===== src/rtl/pcm_pkg.sv =====
// Shared constants and types for the PCM sample scheduler: the clip table,
// the voice count, the default ROM address width and the playback states.
package pcm_pkg;

  localparam int NVOICE     = 4;
  localparam int AW_DEFAULT = 13;

  // Clip start addresses, indexed by voice (v0 relay-on, v1 relay-off, v2, v3)
  localparam logic [NVOICE-1:0][15:0] BASE = {16'h1000, 16'h0800, 16'h0400, 16'h0000};

  // Clip lengths in samples; a zero length disables the voice entirely
  localparam logic [NVOICE-1:0][15:0] LEN  = {16'd0, 16'd2048, 16'd1024, 16'd1024};

  typedef enum logic [1:0] {
    IDLE,
    FETCH,
    WAIT,
    HOLD
  } state_t;

endpackage


===== src/rtl/pcm_tick_gen.sv =====
// Free-running sample-rate divider: raises tick for one CLKSYS cycle out of
// every SAMPLE_DIV, in the last count of each period.
module pcm_tick_gen #(
  parameter int SAMPLE_DIV = 4000
) (
  input  logic CLKSYS,
  input  logic RESET,
  output logic tick
);

  localparam int CW = $clog2(SAMPLE_DIV);
  localparam logic [CW-1:0] LAST = CW'(SAMPLE_DIV - 1);

  logic [CW-1:0] count;

  // Count 0..SAMPLE_DIV-1 and wrap; restarts from zero whenever RESET is seen
  always_ff @(posedge CLKSYS or posedge RESET) begin
    if (RESET) begin
      count <= '0;
    end else if (count == LAST) begin
      count <= '0;
    end else begin
      count <= count + 1'b1;
    end
  end

  assign tick = (count == LAST);

endmodule


===== src/rtl/pcm_sched.sv =====
// Shares one 8-bit PCM sample ROM among four trigger-driven voices: latches
// trigger edges as pending requests, plays one clip at a time with
// lower-index-wins preemption, and issues one ROM read per sample tick.
module pcm_sched
  import pcm_pkg::*;
#(
  parameter int SAMPLE_DIV = 4000,
  parameter int AW         = AW_DEFAULT
) (
  input  logic              CLKSYS,
  input  logic              RESET,
  input  logic [NVOICE-1:0] trig,
  output logic [AW-1:0]     rom_addr,
  output logic              rom_rd,
  input  logic [7:0]        rom_data,
  output logic [7:0]        unsigned_audio,
  output logic              busy,
  output logic [1:0]        voice
);

  logic              tick;
  state_t            state;
  logic [AW-1:0]     addr;
  logic [AW:0]       remain;
  logic [NVOICE-1:0] pending;
  logic [NVOICE-1:0] trig_s;
  logic [NVOICE-1:0] trig_d;
  logic [NVOICE-1:0] trig_edge;
  logic [NVOICE-1:0] enable_mask;
  logic [NVOICE-1:0] clear_mask;
  logic              primed;
  logic [1:0]        cand;
  logic              cand_valid;
  logic              start_now;

  pcm_tick_gen #(
    .SAMPLE_DIV(SAMPLE_DIV)
  ) u_tick_gen (
    .CLKSYS(CLKSYS),
    .RESET (RESET),
    .tick  (tick)
  );

  // Voices with a zero-length clip never accept triggers
  always_comb begin
    enable_mask = '0;
    for (int i = 0; i < NVOICE; i++) begin
      enable_mask[i] = (LEN[i] != 16'd0);
    end
  end

  // Register trig, then compare against its previous value; the first cycle
  // after reset preloads both stages so a level already high is not an edge
  always_ff @(posedge CLKSYS or posedge RESET) begin
    if (RESET) begin
      trig_s <= '0;
      trig_d <= '0;
      primed <= 1'b0;
    end else if (!primed) begin
      trig_s <= trig;
      trig_d <= trig;
      primed <= 1'b1;
    end else begin
      trig_s <= trig;
      trig_d <= trig_s;
    end
  end

  assign trig_edge = trig_s & ~trig_d & enable_mask;

  // Lowest-index pending request is the candidate
  always_comb begin
    cand       = '0;
    cand_valid = 1'b0;
    for (int i = NVOICE - 1; i >= 0; i--) begin
      if (pending[i]) begin
        cand       = 2'(i);
        cand_valid = 1'b1;
      end
    end
  end

  // A clip starts on a tick when idle, when the candidate outranks or equals
  // the current voice, or when the current clip has just run out
  always_comb begin
    start_now = 1'b0;
    if (tick && cand_valid) begin
      case (state)
        IDLE:    start_now = 1'b1;
        HOLD:    start_now = (cand <= voice) || (remain == '0);
        default: start_now = 1'b0;
      endcase
    end
    clear_mask = start_now ? ({{(NVOICE-1){1'b0}}, 1'b1} << cand) : '0;
  end

  // New edges set pending bits; a started voice clears its bit unless a
  // fresh edge on that same voice arrives in the same cycle
  always_ff @(posedge CLKSYS or posedge RESET) begin
    if (RESET) begin
      pending <= '0;
    end else begin
      pending <= (pending & ~clear_mask) | trig_edge;
    end
  end

  // Playback FSM: one ROM fetch per tick, sample latched the cycle after the
  // read strobe, then hold until the next tick decides continue/start/stop
  always_ff @(posedge CLKSYS or posedge RESET) begin
    if (RESET) begin
      state          <= IDLE;
      addr           <= '0;
      remain         <= '0;
      rom_addr       <= '0;
      rom_rd         <= 1'b0;
      unsigned_audio <= 8'd0;
      busy           <= 1'b0;
      voice          <= 2'd0;
    end else begin
      rom_rd <= 1'b0;
      if (start_now) begin
        addr     <= BASE[cand][AW-1:0];
        rom_addr <= BASE[cand][AW-1:0];
        remain   <= LEN[cand][AW:0];
        voice    <= cand;
        busy     <= 1'b1;
        rom_rd   <= 1'b1;
        state    <= FETCH;
      end else begin
        case (state)
          IDLE: begin
            state <= IDLE;
          end
          FETCH: begin
            state <= WAIT;
          end
          WAIT: begin
            unsigned_audio <= rom_data;
            addr           <= addr + 1'b1;
            remain         <= remain - 1'b1;
            state          <= HOLD;
          end
          HOLD: begin
            if (tick) begin
              if (remain != '0) begin
                rom_rd   <= 1'b1;
                rom_addr <= addr;
                state    <= FETCH;
              end else begin
                unsigned_audio <= 8'd0;
                busy           <= 1'b0;
                voice          <= 2'd0;
                state          <= IDLE;
              end
            end
          end
          default: begin
            state <= IDLE;
          end
        endcase
      end
    end
  end

endmodule


===== config.mk =====
export PLATFORM = sky130hd
export DESIGN_NAME = pcm_sched
export DESIGN_NICKNAME = d
export VERILOG_FILES = /design/src/rtl/pcm_pkg.sv /design/src/rtl/pcm_tick_gen.sv /design/src/rtl/pcm_sched.sv
export SDC_FILE = /design/constraint.sdc
export NUM_CORES = 1
export LEC_CHECK = 0
export ABC_AREA = 1
export BUFFER_PORTS_ARGS = -buffer_cell sky130_fd_sc_hd__buf_2
export CORE_AREA = 2 2 85 87
export DETAILED_ROUTE_END_ITERATION = 10
export DIE_AREA = 0 0 87 89
export GPL_ROUTABILITY_DRIVEN = 0
export GPL_TIMING_DRIVEN = 0
export PLACE_DENSITY_LB_ADDON = 0.08
export SLEW_MARGIN = 20
export SYNTH_ARGS = -nofsm -noshare
export SYNTH_HDL_FRONTEND = slang
export SYNTH_SLANG_ARGS = --single-unit

===== constraint.sdc =====
create_clock -name CLKSYS -period 2.78 [get_ports CLKSYS]
set_clock_uncertainty 0.15 [all_clocks]
set_input_delay 0.139 -clock CLKSYS [delete_from_list [all_inputs] [get_ports CLKSYS]]
set_output_delay 0.139 -clock CLKSYS [all_outputs]
set_load 0.01 [all_outputs]

# Word level (Yosys, flattened, before mapping)
# Index checks and enable logic that the tools add are counted.
# totals
reg_bits	77
out_inout_bits	25
elab_cells	90
# classes
addsub	3
magnitude_cmp	2
eq_ne	8
shift	1
mux	44
n_bitwise	6
n_reduce_logical	13
# op_table
operator	n
2-to-1 mux 13 bit	7
binary-select mux 16 bit (select 2 bit)	2
2-to-1 mux 14 bit	3
2-to-1 mux 2 bit	10
2-to-1 mux 8 bit	2
case mux 8 bit (2 select lines)	1
zero test 14 bit	1
2-to-1 mux 1 bit	14
nonzero test 14 bit	1
subtractor 14 x 1 -> 14 bit (second input constant)	1
adder 13 x 1 -> 13 bit (second input constant)	1
adder 12 x 1 -> 12 bit (second input constant)	1
== test 12 bit (second input constant)	1
2-to-1 mux 12 bit	1
nonzero test 2 bit	5
case mux 2 bit (4 select lines)	1
inequality test 2 bit (second input constant)	3
AND reduction 3 bit	2
bitwise AND 4 bit	1
== test 2 bit (second input constant)	2
2-to-1 mux 4 bit	1
inverter 4 bit	1
OR 4 x 3 -> 4 bit	1
AND reduction 4 bit	1
13 further kinds	13

# Logic depth before layout (Yosys ltp)
# depth
ltp_word	12
mapped_depth	17
mapped_depth_nobuf	17

# Modules after synthesis
# Synthesis repeated with hierarchy kept, for this count alone.
# hier_totals
cells_unflattened	464
area_unflattened_um2	3948.8
# by_module_without_submodules
mod	n_inst	cells_each	area_per_inst_um2	seq_area_each_um2
pcm_sched	1	376	3216.8	1626.6
pcm_tick_gen	1	88	732.0	300.3

# Worst setup path before layout
# OpenSTA, ideal clock, no wires.
# synth_timing
kind	reg-to-reg
startpoint	register pending[2]
endpoint	register unsigned_audio[0]
setup_ns	0.117
arrival_ns	1.937
path_slack_ns	0.576
path_stages_with_launch	15
n_path_buf	1
period_less_slack_ns	2.204
path_cell_list	dfrtp_1 -> inv_1 -> nand2_1 -> a21oi_1 -> inv_1 -> ha_1 -> nand2_1 -> nand2_1 -> a21oi_1 -> nand2_4 -> nand2_8 -> nand2_4 -> buf_8 -> nand2_2 -> o21ai_2
# synth_between
elab_chain_cells	9
# synth_lines
item	line	rtl
start, declared	pcm_sched.sv:25	logic [NVOICE-1:0] pending;
start signal, assigned	pcm_sched.sv:103	pending <= (pending & ~clear_mask) | trig_edge;
2-to-1 mux 2 bit (3 in a row)	pcm_sched.sv:76	if (pending[i]) begin
less-or-equal comparator 2 bit	pcm_sched.sv:90	HOLD: start_now = (cand <= voice) || (remain == '0);
logical OR 1 bit	pcm_sched.sv:90	
case mux 1 bit (2 select lines)	pcm_sched.sv:88	case (state)
2-to-1 mux 1 bit *	pcm_sched.sv:87	if (tick && cand_valid) begin
inverter 1 bit (no line) *	--	
AND reduction 4 bit (no line) *	--	
end signal, assigned	pcm_sched.sv:138	unsigned_audio <= rom_data;
end, declared	pcm_sched.sv:16	output logic [7:0] unsigned_audio,
# Mark *: on every way between the ends. The rest lies on a longest branch, timed or not.
# A chain may end at the register's enable or synchronous reset.

# Worst setup path after layout
# layout_timing
startpoint	register pending[2]
endpoint	register remain[10]
# layout_between
elab_chain_cells	8
# layout_lines
item	line	rtl
2-to-1 mux 2 bit (3 in a row)	pcm_sched.sv:76	
less-or-equal comparator 2 bit	pcm_sched.sv:90	
logical OR 1 bit	pcm_sched.sv:90	
case mux 1 bit (2 select lines)	pcm_sched.sv:88	
2-to-1 mux 1 bit	pcm_sched.sv:87	
2-to-1 mux 14 bit or nonzero test 2 bit (tied branches)	--	
end signal, assigned	pcm_sched.sv:124	remain <= LEN[cand][AW:0];
end signal, assigned	pcm_sched.sv:140	remain <= remain - 1'b1;
end, declared	pcm_sched.sv:24	logic [AW:0] remain;
# Parallel ways exist; a longest one is shown, timed or not. The select of a mux whose other input is x is not followed.

==> out/summary.json <==
{
  "area_growth_syn_to_layout": {"value": 15.5, "unit": "%"},
  "finalNetCount": {"value": 536},
  "synth_nets": {"value": 475},
  "post-route-util": {"value": 68.2, "unit": "%"},
  "synth_seq_cells": {"value": 77},
  "overflow": {"value": 0},
  "ys_types": {"value": 40},
  "clockBufferDepth": {"value": 2},
  "reg2reg_setup_slack": {"value": 0.36, "unit": "ns"},
  "p_clk_share": {"value": 40.7, "unit": "%"},
  "timing_startpoint_of_the_critical_path": {"value": "pending[2]"},
  "insertedDiodeCount": {"value": 0},
  "powerDensity": {"value": 436, "unit": "mW/mm2"},
  "full_die_area": {"value": 0.00774, "unit": "mm2"},
  "p_sw_share": {"value": 22.2, "unit": "%"},
  "die_height": {"value": 89, "unit": "um"},
  "clk_pin_slew_worst_paths": {"value": 0.08, "unit": "ns"},
  "post_route_cells_drive_above_1_share": {"value": 22.6, "unit": "%"},
  "hold_ws": {"value": 0.209, "unit": "ns"},
  "std_cell_rows": {"value": 30},
  "num_io_pins": {"value": 39},
  "post-route-cell-area": {"value": 0.00458, "unit": "mm2"},
  "maximum_number_of_pins_on_one_net_before_global_route_repair": {"value": 46},
  "p_switching": {"value": 443, "unit": "uW"},
  "routed_wire_length_per_instance": {"value": 12.9, "unit": "um"},
  "synth.yosys.seq_area_share": {"value": 48.6, "unit": "%"},
  "postSynth.asyncResetShare": {"value": 100, "unit": "%"},
  "buffers_inserted_by_post_cts_timing_repair": {"value": 0},
  "layout_worst_path_cycle_share": {"value": 87.2, "unit": "%"},
  "max_cap_viol_count": {"value": 0},
  "final_critical_path_setup_slack": {"value": 0.357, "unit": "ns"},
  "finalHoldViolCount": {"value": 0},
  "dp_hpwl": {"value": 5450, "unit": "um"},
  "share_seq_of_total_power": {"value": 56.4, "unit": "%"},
  "detail_route.iter0.violations": {"value": 131},
  "syn-cell-area": {"value": 0.00397, "unit": "mm2"},
  "drt_pre_antenna_iters": {"value": 4},
  "final.min_clock_period": {"value": 2.42, "unit": "ns"},
  "numClockSinks": {"value": 77},
  "critPathMaxFanout": {"value": 10},
  "cts_repair_resize_count": {"value": 0},
  "clock_tree.root_cell": {"value": "sky130_fd_sc_hd__clkbuf_8"},
  "finalPower": {"value": 2.00, "unit": "mW"},
  "fillCellCount": {"value": 543},
  "core_area": {"value": 0.00672, "unit": "mm2"},
  "worst-endpoint-required": {"value": 2.91, "unit": "ns"},
  "post_detailed_placement_cell_area": {"value": 0.00428, "unit": "mm2"},
  "timing_worst_setup_path_type": {"value": "flop to flop"},
  "antenna_left": {"value": 0},
  "clkLatencyLatePin": {"value": 0.35, "unit": "ns"},
  "timing.rr.end": {"value": "remain[10]"},
  "setup.worst_path.end_class": {"value": "flop"},
  "antenna_violations_before_repair": {"value": 0},
  "cts_tree": {"value": "built"},
  "p_int": {"value": 1.55, "unit": "mW"},
  "die_width": {"value": 87, "unit": "um"},
  "timing.fmax": {"value": 0.413, "unit": "GHz"},
  "initial_utilization": {"value": 59.0, "unit": "%"},
  "routed_wirelength": {"value": 7740, "unit": "um"},
  "first_global_vias": {"value": 2883},
  "startpoint_type": {"value": "flop"},
  "drt_drc_violations_left": {"value": 0},
  "multi_input_comb_area": {"value": 0.00171, "unit": "mm2"},
  "maximum_level_of_the_cts_h_tree": {"value": 3},
  "dominantRegCellSynth": {"value": "sky130_fd_sc_hd__dfrtp_1"},
  "pre_cts_ws": {"value": 0.382, "unit": "ns"},
  "reg2reg_from": {"value": "pending[2]"},
  "cts_hold_repair.buffers": {"value": 12},
  "cp_data_arrival_time": {"value": 2.55, "unit": "ns"},
  "p_leak": {"value": 2.40, "unit": "nW"},
  "final-max-slew-violation-count": {"value": 0},
  "vias": {"value": 3040},
  "finalSetupViolations": {"value": 0},
  "wire_length_of_the_first_global_routing_pass": {"value": 13300, "unit": "um"},
  "io_buffer_count": {"value": 37},
  "detail_route.vias_per_cell": {"value": 5.08},
  "hold_class": {"value": "input port to async pin"},
  "synth_enable_flop_cells": {"value": 0},
  "worst-r2r-cell-count": {"value": 15},
  "numCtsBuffers": {"value": 9},
  "track_usage": {"value": 22.2, "unit": "%"},
  "grt_setup_unrepaired": {"value": "no"},
  "worst_ir_drop_vdd": {"value": 0.347, "unit": "mV"},
  "status": {"value": "finished, final reports clean"},
  "per_instance_average_area_after_synthesis": {"value": 8.75, "unit": "um2"},
  "p_comb_share": {"value": 2.9, "unit": "%"},
  "layout.area.seq": {"value": 0.00193, "unit": "mm2"},
  "yosys_warnings": {"value": 0},
  "synthCells": {"value": 453}
}
-- sequential cells by signal, indices dropped and copies added (netlist names) --
| signal | cells |
|---|---|
| pending | 4 |
| primed | 1 |
| voice | 2 |
| addr | 13 |
| trig_d | 3 |
| remain | 14 |
| unsigned_audio | 8 |
| trig_s | 3 |
| state | 2 |
| u_tick_gen.count | 12 |
| rom_rd | 1 |
| busy | 1 |
| rom_addr | 13 |
-- cell type report --
type	count	share of cell area, %
Clock inverter	5	1.15
Inverter	58	5.03
Buffer	11	2.13
Clock buffer	10	2.79
Sequential cell	77	42.1
Timing Repair Buffer	50	7.27
Tap cell	80	2.19
Multi-Input combinational cell	307	37.4
-- worst max path at each step --
| stage | end | slack, ns | cells after the start |
|---|---|---|---|
| 2_1_floorplan | addr[0] | 0.52 | 1 |
| 3_3_place_gp | primed | -0.40 | 2 |
| 3_5_place_dp | remain[10] | 0.38 | 15 |
| 4_1_cts | remain[10] | 0.34 | 15 |
| 5_1_grt | voice[0] | 0.14 | 12 |
| 6_report | remain[10] | 0.36 | 15 |
-- stage by stage --
stage / cells / TNS [ns]
floorplan: 453 / 0
global placement: 570 / -30.51
detailed placement: 571 / 0
CTS: 598 / 0
global route: 598 / 0
finish: 598 / 0
-- power groups by stage --
stage | Sequential [mW] | Combinational, mW | Clock (mW)
finish | 1.13 | 0.0571 | 0.814
global route | 1.13 | 0.0656 | 0.878
CTS | 1.13 | 0.0584 | 0.828
detailed placement | 1.15 | 0.0456 | 0
global placement | 1.15 | 0.0386 | 0
floorplan | 1.15 | 0.0237 | 0
-- cells by family (layout without fill, tap and decap cells) --
family,count (synthesis),in the layout,share of synthesized area (%)
other,1,1,0.0946
buffers and inverters,69,134,8.20
AO/OA/AOI/OAI,55,55,8.80
adder cells (fa/ha/maj),8,8,2.52
AND/OR/NAND/NOR,227,227,28.2
XOR/XNOR,16,16,3.53
flip-flops,77,77,48.6
-- critical path, cell delays in order (launching register included) --
cell	delay [ns]
sky130_fd_sc_hd__dfrtp_1	0.40
sky130_fd_sc_hd__inv_1	0.06
sky130_fd_sc_hd__nand2_1	0.04
sky130_fd_sc_hd__a21oi_1	0.28
sky130_fd_sc_hd__inv_1	0.11
sky130_fd_sc_hd__ha_1	0.28
sky130_fd_sc_hd__nand2_1	0.06
sky130_fd_sc_hd__nand2_1	0.05
sky130_fd_sc_hd__a21oi_1	0.24
sky130_fd_sc_hd__nand2_4	0.13
sky130_fd_sc_hd__nand2_8	0.14
sky130_fd_sc_hd__inv_2	0.05
sky130_fd_sc_hd__buf_6	0.14
sky130_fd_sc_hd__nand2_2	0.08
sky130_fd_sc_hd__nand2_1	0.05
sky130_fd_sc_hd__o21ai_1	0.07
-- synth_stat cells (all sizes together), types with 4 or more instances --
library cell | count | area [um2]
buf | 11 | 97.6
inv | 56 | 210
a21oi | 13 | 65.1
xnor2 | 5 | 43.8
nor3 | 9 | 50.1
dfrtp | 77 | 1930
xor2 | 11 | 96.3
nand3b | 4 | 30.0
o21ai | 35 | 228
nand3 | 31 | 218
nand4 | 6 | 37.5
ha | 8 | 100
nor2 | 55 | 253
nand2 | 120 | 519
-- cells in the final DEF, fill, tap and decap left out, types with 2 or more instances in the layout --
master and count:
sky130_fd_sc_hd__o21ai_2 14, sky130_fd_sc_hd__nand3_2 10, sky130_fd_sc_hd__nand3b_1 4, sky130_fd_sc_hd__nor3_1 8, sky130_fd_sc_hd__xor2_1 11, sky130_fd_sc_hd__o21ai_1 7
sky130_fd_sc_hd__nor2_2 3, sky130_fd_sc_hd__nand3_1 20, sky130_fd_sc_hd__nand2_2 9, sky130_fd_sc_hd__clkinv_4 2, sky130_fd_sc_hd__nor2_1 48, sky130_fd_sc_hd__ha_1 8
sky130_fd_sc_hd__nand4_1 6, sky130_fd_sc_hd__o21ai_0 14, sky130_fd_sc_hd__buf_2 40, sky130_fd_sc_hd__xnor2_1 5, sky130_fd_sc_hd__a21oi_1 13, sky130_fd_sc_hd__o21a_1 2
sky130_fd_sc_hd__inv_2 4, sky130_fd_sc_hd__clkbuf_8 9, sky130_fd_sc_hd__nor2_4 3, sky130_fd_sc_hd__inv_1 51, sky130_fd_sc_hd__nand2_1 106, sky130_fd_sc_hd__buf_6 5
sky130_fd_sc_hd__nand2_4 4, sky130_fd_sc_hd__dlygate4sd3_1 12, sky130_fd_sc_hd__dfrtp_1 77, sky130_fd_sc_hd__clkinv_2 3
-- layer usage --
metal,up-vias,wire [um],share of wire [%],global-route usage (%)
li1,1553,-,-,-
met1,1431,3680,48,28.7
met2,46,3730,48,36.8
met3,10,238,3.1,5.54
met4,0,89,1.1,7.39
met5,-,0,0,0
Power figures use the tool's default switching activity.
